`config.mk`:
```
export PLATFORM = sky130hd
export DESIGN_NAME = modulo_multiplexador_display
export DESIGN_NICKNAME = d
export VERILOG_FILES = /design/src/rtl/modulo_multiplexador_display.sv
export SDC_FILE = /design/constraint.sdc
export NUM_CORES = 1
export LEC_CHECK = 0
export ABC_CLOCK_PERIOD_IN_PS = 2100
export CORE_MARGIN = 1
export CORE_UTILIZATION = 40
export CTS_CLUSTER_DIAMETER = 30
export DETAILED_ROUTE_END_ITERATION = 6
export HOLD_SLACK_MARGIN = 0.08
export SLEW_MARGIN = 10
export SYNTH_ARGS = -nofsm -noshare
export SYNTH_HDL_FRONTEND = slang
export SYNTH_SLANG_ARGS = --single-unit
```
`constraint.sdc`:
```
create_clock -name CLK -period 2.1 [get_ports CLK]
set_input_delay 0.63 -clock CLK [delete_from_list [all_inputs] [get_ports CLK]]
set_output_delay 0.63 -clock CLK [all_outputs]
set_load 0.01 [all_outputs]
```
`src/rtl/modulo_multiplexador_display.sv`:
```
// modulo_multiplexador_display
// Four-digit, time-multiplexed 7-segment driver. The outputs are active-low.
// LOAD captures DIG0..DIG3 into shadow registers. A free-running prescaler
// steps through the digits. SEG and AN are registered, so they are always
// one cycle behind the digit index and the shadow contents they come from.
// Optional compile-time feature, controlled by the macro LEADING_ZERO_BLANK_EN:
//   when defined, leading-zero digits 3..1 are blanked (their AN is held high).
module modulo_multiplexador_display #(
  parameter int unsigned PRESCALE = 50000
) (
  input  logic       CLK,
  input  logic       RST,
  input  logic       LOAD,
  input  logic [3:0] DIG0,
  input  logic [3:0] DIG1,
  input  logic [3:0] DIG2,
  input  logic [3:0] DIG3,
  output logic [6:0] SEG,
  output logic [3:0] AN
);

  localparam logic [15:0] CNT_TERM = 16'(PRESCALE - 1);
  localparam logic [6:0]  SEG_BLANK = 7'b1111111;

  logic [15:0] dig_flat;
  logic [15:0] shd_flat;
  logic [15:0] cnt_reg;
  logic [1:0]  idx_reg;
  logic [6:0]  seg_reg;
  logic [3:0]  an_reg;
  logic [3:0]  cur_digit;
  logic [6:0]  seg_next;
  logic [3:0]  an_next;
  logic [3:0]  blank_mask;

  assign dig_flat = {DIG3, DIG2, DIG1, DIG0};

  // One shadow register per digit; each is captured on LOAD and cleared on reset.
  generate
    for (genvar gi = 0; gi < 4; gi++) begin : g_shd
      logic [3:0] shd_reg;

      // Capture this digit's input on LOAD; RST has priority over LOAD.
      always_ff @(posedge CLK) begin
        if (RST) begin
          shd_reg <= 4'd0;
        end else if (LOAD) begin
          shd_reg <= dig_flat[gi*4 +: 4];
        end
      end

      assign shd_flat[gi*4 +: 4] = shd_reg;
    end
  endgenerate

  // Free-running scan: the prescaler wraps at its terminal count and steps the digit index.
  always_ff @(posedge CLK) begin
    if (RST) begin
      cnt_reg <= 16'd0;
      idx_reg <= 2'd0;
    end else if (cnt_reg == CNT_TERM) begin
      cnt_reg <= 16'd0;
      idx_reg <= idx_reg + 2'd1;
    end else begin
      cnt_reg <= cnt_reg + 16'd1;
    end
  end

`ifdef LEADING_ZERO_BLANK_EN
  // A digit is a leading zero when it and every digit above it are zero.
  // Digit 0 always stays lit, so that a value of zero still shows "0".
  always_comb begin
    blank_mask    = 4'b0000;
    blank_mask[3] = (shd_flat[15:12] == 4'd0);
    blank_mask[2] = blank_mask[3] && (shd_flat[11:8] == 4'd0);
    blank_mask[1] = blank_mask[2] && (shd_flat[7:4] == 4'd0);
  end
`else
  assign blank_mask = 4'b0000;
`endif

  // Decode the selected digit into segments (g..a) and a one-cold anode.
  always_comb begin
    cur_digit = shd_flat[{idx_reg, 2'b00} +: 4];
    an_next   = ~(4'b0001 << idx_reg);
    if (blank_mask[idx_reg]) begin
      an_next = 4'b1111;
    end
    case (cur_digit)
      4'd0:    seg_next = 7'b1000000;
      4'd1:    seg_next = 7'b1111001;
      4'd2:    seg_next = 7'b0100100;
      4'd3:    seg_next = 7'b0110000;
      4'd4:    seg_next = 7'b0011001;
      4'd5:    seg_next = 7'b0010010;
      4'd6:    seg_next = 7'b0000010;
      4'd7:    seg_next = 7'b1111000;
      4'd8:    seg_next = 7'b0000000;
      4'd9:    seg_next = 7'b0010000;
      default: seg_next = SEG_BLANK;
    endcase
  end

  // Output register. Reset turns every digit off immediately.
  always_ff @(posedge CLK) begin
    if (RST) begin
      seg_reg <= SEG_BLANK;
      an_reg  <= 4'b1111;
    end else begin
      seg_reg <= seg_next;
      an_reg  <= an_next;
    end
  end

  assign SEG = seg_reg;
  assign AN  = an_reg;

endmodule

```
# == After elaboration in Yosys (flattened, before gate mapping) ==
# Memory sizes are Yosys's and may differ from the RTL's. A register that Yosys moved wholly into a read port is not among the register bits.
# Cells that the tools add are included.
# word_totals
regBits,38
input_bits,19
mem_count,1
mem_bits_rw,0
latch_bits,0
romBits,112
# classes
n_eq_ne,1
div_mod_pow,0
multipliers,0
n_mux,2
reduce_logical,2
n_shift,2
n_addsub,2
bitwise_logic,1
order_cmp,1
# mem_list
name,words,width,read_ports,rd_ports_with_merged_regs,wr,line_no,rtl
(name not given),16,7,1,1,0,89,case (cur_digit)
# ops
operator,n
$add 16x1->16 const B,1
$eq 16x16->1 const B,1
$shiftx 16x5->4,1
$not 4->4,1
$reduce_or 2->1,2
$shl 1x2->4 const A,1
$lt 2x3->1 const B,1
$add 2x1->2 const B,1
$bmux 1 s2,1
$mux 1,1

# == Longest topological paths before layout ==
# Gate-level depths: netlist of run 1.
# depth
word_depth,3
depth_mapped,8
ltp_nobuf,7

# == Worst setup path after synthesis of run 1 ==
# OpenSTA, ideal clock, no wires.
# synth_path
kind,reg2reg
startpoint,register idx_reg[0]
endpoint,"register seg_reg[4], in the netlist SEG[4]"
slack_ps,196
t_arrival_ps,1784
required_time_ps,1980
stages_incl_launch_ff,9
period_less_slack_ps,1904
path_cell_list,dfxtp_1 -> buf_6 -> mux4_1 -> inv_1 -> ha_1 -> inv_1 -> mux2i_1 -> mux2i_1 -> or2_1
# synth_between
elab_chain_len,1
# synth_rtl
item,line_no,rtl
start: declaration,28,logic [1:0] idx_reg;
start signal: assignment,63,idx_reg <= idx_reg + 2'd1;
$shiftx 16x5->4,84,"cur_digit = shd_flat[{idx_reg, 2'b00} +: 4];"
end: declaration,29,logic [6:0] seg_reg;
# Every way passes these cells.
# A chain may end at the register's enable or synchronous reset.

# == Final worst setup path of run 1 ==
# Ends and elaborated chain as after synthesis.

==> out/qor.txt, run 1 <==
Peak VDD IR - 0.0003124 V
Hold crit path type - flip-flop to flip-flop
Pwr per Cell Area - 682.6 mW/mm²
Synth area leader - dfxtp_1
DR iter-0 viols - 40
Post-synthesis cell area - 0.001961 mm²
Post-Syn Nets - 223
Final setup fails - 0
CP endpoint kind - flip-flop
CTS Buf Count - 5
Die extent in y - 72.01 µm
Final Max Tran Viols - 0
Post-DP Area - 0.002332 mm²
Post-route ant nets - 0
Grt total ovfl - 0
CORE AREA - 0.004723 mm²
Maxcap violations - 0
Initial Utilization - 0.4151
Area delta synth->final - 24.12%
Crit share post-route - 0.9289
Die Wd - 72.01 µm
Detail Placement HPWL - 2.278 mm
Setup CP Type - flip-flop to flip-flop
Global-route wire length before repair - 5.664 mm
Root buf cell - clkbuf_8
CTS tree - yes
Place WS - 0.1696 ns
Worst skew pair latency - 0.30 ns
Synthesized area per cell - 10.11 µm²
Post CTS Setup Buffer Count - 0
Fin worst setup slack - 0.1493 ns
Hold Vio Cnt, Final - 0
Fraction of layout cells with a size suffix above 1 - 0.07965
Yosys warning total - 0
Drt wl/cell - 10.70 µm
Diodes inserted - 0
Least-Margin Pin Slew - 0.2538 ns
Worst Setup Start Kind - flip-flop
Post-CTS sizing - 0
Die area - 0.005185 mm²
Post-route design area - 0.002434 mm²
Vias - 1,334
Post-synthesis cell type count - 29
Critical Path Max Stage Delay - 0.70 ns
Clock transition at path regs - 0.08 ns
Synth top area share - 0.4595
Synth Register Bits - 45
Filler cell count - 450
Vias in the first global route - 1,209
WP data required - 2.29 ns
Post-CTS Hold Buffers - 0
Detailed Routing Iterations Pass 1 - 4
DRC violations left - 0
Port bufs - 29
RSZ-0062 raised after global routing - no
Clk_skew - 0.005747 ns
Outcome - finished, final reports clean
Top post-synthesis cells by area - dfxtp_1, mux2i_1, nor2_1, ha_1, xor2_1
CP max stage cell - mux4_1
Post-layout min period - 1.951 ns
Relative slew slack - 0.8284
Worst-path fanout max - 5
Vias per inst - 4.553
Largest net degree at the start of global routing - 17
# IOs - 30
Drt total wl - 3.135 mm
FMAX - 512.6 MHz
Final net count - 254
Leakage - 1.001 nW
CTS max path bufs - 2
Cells after Synth - 194
Clock sinks - 45
CP arrival - 2.14 ns
Setup TNS - 0 ns
RePlAce Congestion - 0.7664
Tot GR Track Use - 0.1418
Initial antenna violation count - 0
Row count - 25
Register area share after synthesis - 0.4595
H-tree depth - 2
Critical-path cell list - mux4_1 > inv_1 > ha_1 > inv_1 > mux2i_1 > mux2i_1 > or2_1
-- stage by stage --
step	utilization	cells	hold slack [ns]	power, W
after floorplan	-	194	0.4261	0.001024
after global placement	0.4938	285	0.4469	0.001105
after detailed placement	0.4938	285	0.4524	0.001106
after CTS	0.5152	293	0.4725	0.001685
after global routing	0.5152	293	0.4989	0.001739
final	0.5152	293	0.4711	0.001661
-- final timing paths --
| kind | from | end | slack [ns] | cells after the start |
|---|---|---|---|---|
| worst max-delay path | idx_reg[0] | SEG[4] | 0.15 | 7 |
| worst max register to register | idx_reg[0] | SEG[4] | 0.15 | 7 |
| worst min-delay path | cnt_reg[0] | cnt_reg[0] | 0.47 | 1 |
| worst min register to register | cnt_reg[0] | cnt_reg[0] | 0.47 | 1 |
-- power breakdown --
part | internal [W] | switching, W
logic | 0.000104 | 0.0000737
registers | 0.000890 | 0.0000158
clock network | 0.000297 | 0.000281
total | 0.00129 | 0.000370
-- cell usage after synthesis (all sizes together) --
master	number
and4	3
and3	2
clkbuf	6
a21oi	5
or2	1
inv	8
mux4	4
o21ai	5
o21a	1
nor2b	1
nor2	35
nor4b	2
nand2	5
xor2	11
buf	6
nor4bb	2
nand4	5
nand2b	5
or3	2
xnor2	3
nand3	6
ha	10
mux2i	20
dfxtp	45
o31ai	1
-- routing by layer --
layer | vias up | GRT usage | part of all wire
met3 | 5 | 0.04722 | 0.041
met4 | 0 | 0.06536 | 0.019
met1 | 591 | 0.2009 | 0.56
li1 | 714 | - | -
met5 | - | 0 | 0
met2 | 24 | 0.1939 | 0.38
-- kinds of logic (layout without fill, tap and decap cells) --
group,Yosys count,after routing,share of synthesized area
and+or+nand+nor,69,69,0.1793
adders and majority gates,10,10,0.06382
AOI/OAI and AO/OA,12,12,0.03318
xor gates and xnor gates,14,14,0.06254
buffers and inverters,20,52,0.04977
muxes,24,24,0.1519
DFF,45,45,0.4595
-- layout by cell type (no fill, tap or decap), types with 5 or more instances in the layout --
| cell | n |
|---|---|
| a21oi_1 | 5 |
| buf_4 | 6 |
| clkbuf_8 | 7 |
| clkdlybuf4s50_1 | 29 |
| dfxtp_1 | 45 |
| ha_1 | 10 |
| inv_1 | 8 |
| mux2i_1 | 20 |
| nand2_1 | 5 |
| nand2b_1 | 5 |
| nand3_1 | 6 |
| nand4_1 | 5 |
| nor2_1 | 34 |
| o21ai_0 | 5 |
| xor2_1 | 11 |
-- layout make-up --
class	instances	area (µm²)	share of cell area
Timing Repair Buffer	36	355.3	0.1460
Inverter	8	30.03	0.01234
Sequential cell	45	900.9	0.3702
Clock inverter	1	5.005	0.002057
Multi-Input combinational cell	129	962.2	0.3954
Tap cell	67	83.83	0.03445
Clock buffer	7	96.34	0.03959
-- worst max-delay path, delay by kind of cell (launching register included) --
family / cells / cell delay (ns)
multiplexers: 3 / 0.90
flip-flops: 1 / 0.40
AND/OR/NAND/NOR: 1 / 0.20
buffers and inverters: 2 / 0.19
adder cells (fa/ha/maj): 1 / 0.15
Note: power is estimated with default switching activity, not from simulation.
==> inputs of run 2 (changes only) <==
--- a/config.mk
+++ b/config.mk
@@ -5,7 +5,6 @@
 export SDC_FILE = /design/constraint.sdc
 export NUM_CORES = 1
 export LEC_CHECK = 0
-export ABC_CLOCK_PERIOD_IN_PS = 2100
 export CORE_MARGIN = 1
 export CORE_UTILIZATION = 40
 export CTS_CLUSTER_DIAMETER = 30
==> constraint.sdc (replaced) <==
create_clock -name CLK -period 2.1 [get_ports CLK]
set_input_delay 0.63 -clock CLK [delete_from_list [all_inputs] [get_ports CLK]]
set_output_delay 0.63 -clock CLK [all_outputs]
set_load 0.1 [all_outputs]
==> run 2 against run 1 <==
  * Non-clock buffer count did not move
  * Register-to-register slack improved by 0.05 ns
  * Maximum frequency rose by 2.5%
  * Setup slack improved by 0.048 ns
  * Combinational power rose by 52%
  * Via count rose by 2.2%
  * Global-route usage fell by 0.59 points
  * Sequential share of layout area rose by 0.72 points
  * Sequential cell count did not move
  * Clock skew barely moved
  * Critical endpoint unchanged
==> out/qor.txt, run 2 (same netlist as run 1, synthesis figures left out) <==
Outcome - finished, final reports clean
Post-route design area - 0.002387 mm² (-1.9%)
Detail Placement HPWL - 2.331 mm (+2.3%)
Commonest non-fill, non-tap cells in the layout - dfxtp_1, nor2_1, mux2i_1
Row count - 25 (unchanged)
Post-CTS Hold Buffers - 0 (unchanged)
Most common cell after layout, fill and taps aside - dfxtp_1
Seq pwr share - 0.535 (-0.010)
Clk_skew - 0.005735 ns (-0.00001204 ns)
Hold path start - cnt_reg[0]
# IOs - 30 (unchanged)
Multi-input gate area in the final layout - 958.4 µm² (-0.39%)
Critical-path cell list - mux4_1 > inv_1 > ha_1 > inv_1 > mux2i_1 > mux2i_1 > or2_1
Setup TNS - 0 ns (unchanged)
CP endpoint kind - flip-flop
CP arrival - 2.10 ns (-0.04 ns)
Maxcap violations - 0 (unchanged)
Cell Int Power - 0.001218 W (-5.6%)
Filler cell count - 450 (unchanged)
Grt total ovfl - 0 (unchanged)
WP buf/inv - 2 (unchanged)
CP delay by family, top - multiplexers
Hold Slack - 0.4718 ns (+0.0007230 ns)
Fraction of layout cells with a size suffix above 1 - 0.1327 (+0.05310)
Least-Margin Pin Slew - 0.2546 ns (+0.0008521 ns)
Initial Utilization - 0.4151 (unchanged)
Vias - 1,363 (+2.2%)
Hold Vio Cnt, Final - 0 (unchanged)
CP max stage cell - mux4_1
Drt total wl - 3.183 mm (+1.5%)
H-tree depth - 2 (unchanged)
CORE AREA - 0.004723 mm² (unchanged)
Critical Path Max Stage Delay - 0.65 ns (-0.05 ns)
Setup CP Type - flip-flop to flip-flop
Post-DP Area - 0.002305 mm² (-1.2%)
Die Wd - 72.01 µm (unchanged)
CTS tree - yes
Launch point of the worst path - idx_reg[0]
Hold crit path type - flip-flop to flip-flop
Final Power - 0.001693 W (+1.9%)
Post CTS Setup Buffer Count - 0 (unchanged)
Tot GR Track Use - 0.1358 (-0.005917)
Vias in the first global route - 1,187 (-1.8%)
Clock sinks - 45 (unchanged)
Die area - 0.005185 mm² (unchanged)
Post-layout min period - 1.902 ns (-0.04830 ns)
CTS Buf Count - 5 (unchanged)
Sw frac - 0.2805 (+0.05773)
DRC violations left - 0 (unchanged)
CTS max path bufs - 2 (unchanged)
Seq. cell area - 900.9 µm² (unchanged)
Detailed Routing Iterations Pass 1 - 4 (unchanged)
RePlAce Congestion - 0.7546 (-1.5%)
Clock transition at path regs - 0.08 ns (about the same)
Area delta synth->final - 21.76%
Port bufs - 29 (unchanged)
Worst Setup Start Kind - flip-flop
Leakage - 0.9896 nW (-1.2%)
Clock Power Share - 0.305 (-0.043)
Worst skew pair latency - 0.30 ns (about the same)
Pwr per Cell Area - 709.3 mW/mm² (+3.9%)
Global-route wire length before repair - 5.416 mm (-4.4%)
Relative slew slack - 0.8279 (about the same)
Final setup fails - 0 (unchanged)
RSZ-0062 raised after global routing - no
Largest net degree at the start of global routing - 17 (unchanged)
Net Switching - 0.0004749 W (+28%)
Peak VDD IR - 0.0003705 V (+19%)
Vias per inst - 4.652 (+2.2%)
Die extent in y - 72.01 µm (unchanged)
Final Max Tran Viols - 0 (unchanged)
DR iter-0 viols - 59 (+48%)
Drt wl/cell - 10.86 µm (+1.5%)
FMAX - 525.7 MHz (+2.5%)
Diodes inserted - 0 (unchanged)
Final net count - 254 (unchanged)
Post-CTS sizing - 0 (unchanged)
Crit share post-route - 0.9059 (-0.02300)
Worst-path fanout max - 4 (-1)
Initial antenna violation count - 0 (unchanged)
Combinational share of power - 0.160 (+0.053)
Root buf cell - clkbuf_8
Worst r2r src - idx_reg[0]
WP data required - 2.29 ns (about the same)
Post-route ant nets - 0 (unchanged)
## run 2: cell count changes in the layout (fill, tap and decap cells not counted), sizes merged
| cell | previous run | this run |
|---|---|---|
| buf | 7 | 18 |
| clkdlybuf4s50 | 29 | 18 |
| clkbuf | 7 | 5 |
| clkinv | 1 | 2 |
| clkinvlp | 0 | 1 |
## run 2: worst paths after layout
kind         depth (start not counted)  slack [ns]         end
max                                  7        0.20      SEG[4]
min                                  1        0.47  cnt_reg[0]
max reg2reg                          7        0.20      SEG[4]
min reg2reg                          1        0.47  cnt_reg[0]
## run 2: layout make-up
cell class                      instances  share of cell area
Multi-Input combinational cell        129              0.4015
Sequential cell                        45              0.3774
Timing Repair Buffer                   36              0.1373
Tap cell                               67             0.03512
Clock buffer                            5             0.02883
Inverter                                8             0.01258
Clock inverter                          3            0.007338
## run 2: power groups by stage
| stage | clock network [W] | registers, W | logic [W] |
|---|---|---|---|
| floorplan | 0 | 0.00103 | 0.0000939 |
| global placement | 0 | 0.000927 | 0.000271 |
| detailed placement | 0 | 0.000926 | 0.000272 |
| CTS | 0.000538 | 0.000906 | 0.000273 |
| global route | 0.000565 | 0.000910 | 0.000288 |
| finish | 0.000517 | 0.000906 | 0.000271 |
## run 2: worst reg2reg max path, delay by kind of cell (launching register included)
family | cells | cell delay [ns]
mux | 3 | 0.86
flops | 1 | 0.41
simple gates | 1 | 0.20
buf+inv | 2 | 0.17
fa+ha+maj | 1 | 0.15
## run 2: stage by stage
step | setup WS [ns] | utilization | instances
2_1_floorplan | 0.1956 | - | 194
3_3_place_gp | 0.2310 | 0.4879 | 285
3_5_place_dp | 0.1610 | 0.4879 | 285
4_1_cts | 0.1367 | 0.5062 | 293
5_1_grt | 0.04450 | 0.5054 | 293
6_report | 0.1976 | 0.5054 | 293
## run 2: routing by layer
layer	GRT usage	wire length, µm	vias to the layer above
li1	-	-	712
met4	0.07843	74	0
met5	0	0	-
met2	0.1897	1257	27
met3	0.03611	143	7
met1	0.1883	1708	617
==> inputs of run 3 (changes only) <==
--- a/config.mk
+++ b/config.mk
@@ -6,10 +6,11 @@
 export NUM_CORES = 1
 export LEC_CHECK = 0
 export CORE_MARGIN = 1
-export CORE_UTILIZATION = 40
-export CTS_CLUSTER_DIAMETER = 30
+export CORE_UTILIZATION = 53
+export CTS_CLUSTER_DIAMETER = 50
 export DETAILED_ROUTE_END_ITERATION = 6
 export HOLD_SLACK_MARGIN = 0.08
+export PLACE_DENSITY = 0.79
 export SLEW_MARGIN = 10
 export SYNTH_ARGS = -nofsm -noshare
 export SYNTH_HDL_FRONTEND = slang
==> run 3 against run 2 <==
  * Via count rose by 5.3%
  * Wire length grew 13%
  * Maximum frequency fell by 1.3%
  * Sequential power is essentially flat
  * Critical endpoint unchanged
==> out/qor.txt, run 3 (same netlist as run 1, synthesis figures left out) <==
Outcome - finished, final reports clean
Drt total wl - 3.603 mm (+13%)
Hold Vio Cnt, Final - 0 (unchanged)
Die area - 0.003946 mm² (-24%)
Tot GR Track Use - 0.2037 (+0.06782)
FMAX - 518.8 MHz (-1.3%)
CTS tree - yes
Port bufs - 29 (unchanged)
Commonest non-fill, non-tap cells in the layout - dfxtp_1, nor2_1, mux2i_1
Critical Path Max Stage Delay - 0.59 ns (-0.06 ns)
H-tree depth - 2 (unchanged)
Peak VDD IR - 0.0004926 V (+33%)
Post-DP Area - 0.002258 mm² (-2.0%)
Setup CP Type - flip-flop to flip-flop
Diodes inserted - 0 (unchanged)
Worst r2r path cells - 7 (unchanged)
RePlAce Congestion - 0.7884 (+4.5%)
Post-layout min period - 1.927 ns (+0.02504 ns)
CP arrival - 2.12 ns (+0.02 ns)
DR iter-0 viols - 77 (+31%)
Post-CTS Hold Buffers - 0 (unchanged)
Post CTS Setup Buffer Count - 0 (unchanged)
Final Max Tran Viols - 0 (unchanged)
Global-route wire length before repair - 6.182 mm (+14%)
Detailed Routing Iterations Pass 1 - 4 (unchanged)
Critical-path cell list - mux4_2 > inv_1 > ha_1 > inv_1 > mux2i_1 > mux2i_1 > or2_1
Clock transition at path regs - 0.08 ns (about the same)
Initial Utilization - 0.5696 (+0.1545)
CORE AREA - 0.003442 mm² (-27%)
Worst skew pair latency - 0.30 ns (about the same)
Die extent in y - 62.82 µm (-13%)
# IOs - 30 (unchanged)
Relative slew slack - 0.7485 (-0.07934)
Maxcap violations - 0 (unchanged)
Final setup fails - 0 (unchanged)
Worst Hold End - cnt_reg[0]
Setup TNS - 0 ns (unchanged)
CP endpoint kind - flip-flop
Hold path start - cnt_reg[0]
Die Wd - 62.82 µm (-13%)
Largest net degree at the start of global routing - 17 (unchanged)
Vias in the first global route - 1,403 (+18%)
Final net count - 253 (-0.39%)
Final Power - 0.001856 W (+9.6%)
Least-Margin Pin Slew - 0.3760 ns (+0.1214 ns)
Fraction of layout cells with a size suffix above 1 - 0.1333 (+0.0005900)
Row count - 21 (-16%)
Area delta synth->final - 20.93%
CP max stage cell - mux4_2
Post-route design area - 0.002371 mm² (-0.68%)
Most common cell after layout, fill and taps aside - dfxtp_1
CTS Buf Count - 5 (unchanged)
Detail Placement HPWL - 2.700 mm (+16%)
RSZ-0062 raised after global routing - no
Clk_skew - 0.006296 ns (+0.0005608 ns)
Grt total ovfl - 0 (unchanged)
Root buf cell - clkbuf_8
WP data required - 2.29 ns (about the same)
Worst Setup Start Kind - flip-flop
Worst-path fanout max - 5 (+1)
Leakage - 0.9877 nW (-0.19%)
Hold crit path type - flip-flop to flip-flop
Crit share post-route - 0.9178 (+0.01192)
Post-route ant nets - 0 (unchanged)
Vias - 1,435 (+5.3%)
Clock sinks - 45 (unchanged)
Vias per inst - 5.295 (+14%)
Worst r2r src - idx_reg[0]
Reg-to-reg slack, setup - 0.17 ns (-0.03 ns)
DRC violations left - 0 (unchanged)
Hold Crit Depth - 1 (unchanged)
CTS max path bufs - 2 (unchanged)
Initial antenna violation count - 0 (unchanged)
Pwr per Cell Area - 782.8 mW/mm² (+10%)
FF-to-FF End - SEG[4]
Drt wl/cell - 13.30 µm (+22%)
==> run 3: cell types whose count changed in the layout (fill, tap and decap cells not counted), sizes merged <==
cell,change
buf,-1
bufinv,+1
clkinv,-2
clkbuf,+1
==> run 3: stage by stage <==
step | hold slack [ns] | std cells | worst slack [ns] | utilization
floorplan | 0.4261 | 194 | 0.1956 | -
global placement | 0.4449 | 263 | 0.2657 | 0.6561
detailed placement | 0.4538 | 263 | 0.1264 | 0.6561
CTS | 0.4818 | 271 | 0.1229 | 0.6910
global route | 0.5248 | 271 | 0.01218 | 0.6888
finish | 0.4920 | 271 | 0.1726 | 0.6888
==> run 3: worst max-delay path by stage <==
stage                          start     end  slack (ns)
after CTS                 idx_reg[0]  SEG[4]        0.12
after floorplan           idx_reg[0]  SEG[4]        0.20
after global placement    idx_reg[0]  SEG[4]        0.27
after detailed placement  idx_reg[0]  SEG[4]        0.13
after global routing      idx_reg[0]  SEG[4]        0.01
final                     idx_reg[0]  SEG[4]        0.17
==> run 3: power breakdown <==
group / leakage (nW) / total, W / internal, W / switching [W]
clock network: 0.0574 / 0.000677 / 0.000387 / 0.000290
registers: 0.369 / 0.000908 / 0.000890 / 0.0000181
logic: 0.561 / 0.000271 / 0.0000968 / 0.000174
total: 0.988 / 0.00186 / 0.00137 / 0.000483
==> run 3: routing by layer <==
layer / vias up / wire, µm / share of wire / GRT usage
met1: 675 / 1652 / 0.46 / 0.2488
li1: 714 / - / - / -
met4: 0 / 98 / 0.027 / 0.1192
met2: 36 / 1716 / 0.48 / 0.3261
met5: - / 0 / 0 / 0
met3: 10 / 135 / 0.037 / 0.04745
==> run 3: final cells by class <==
| cell class | instances | area [µm²] |
|---|---|---|
| clock buffers | 6 | 82.58 |
| fillers | 264 | 1071 |
| flip-flops and latches | 45 | 900.9 |
| repair buffers | 35 | 307.8 |
| clock inverters | 2 | 37.54 |
| multi-input cells | 129 | 954.7 |
| inverters | 8 | 30.03 |
| well taps | 46 | 57.56 |
==> run 3: what timing repair did <==
action / 4_1_cts / 5_1_grt
setup endpoints to repair: 0 / 1
gates resized for setup: 0 / 2
hold endpoints to repair: 0 / 0
==> run 3: critical path: cells and delay by family (launching register included) <==
| kind | cells | cell delay [ns] |
|---|---|---|
| fa+ha+maj | 1 | 0.16 |
| buf+inv | 2 | 0.19 |
| flops | 1 | 0.41 |
| mux | 3 | 0.86 |
| simple gates | 1 | 0.21 |
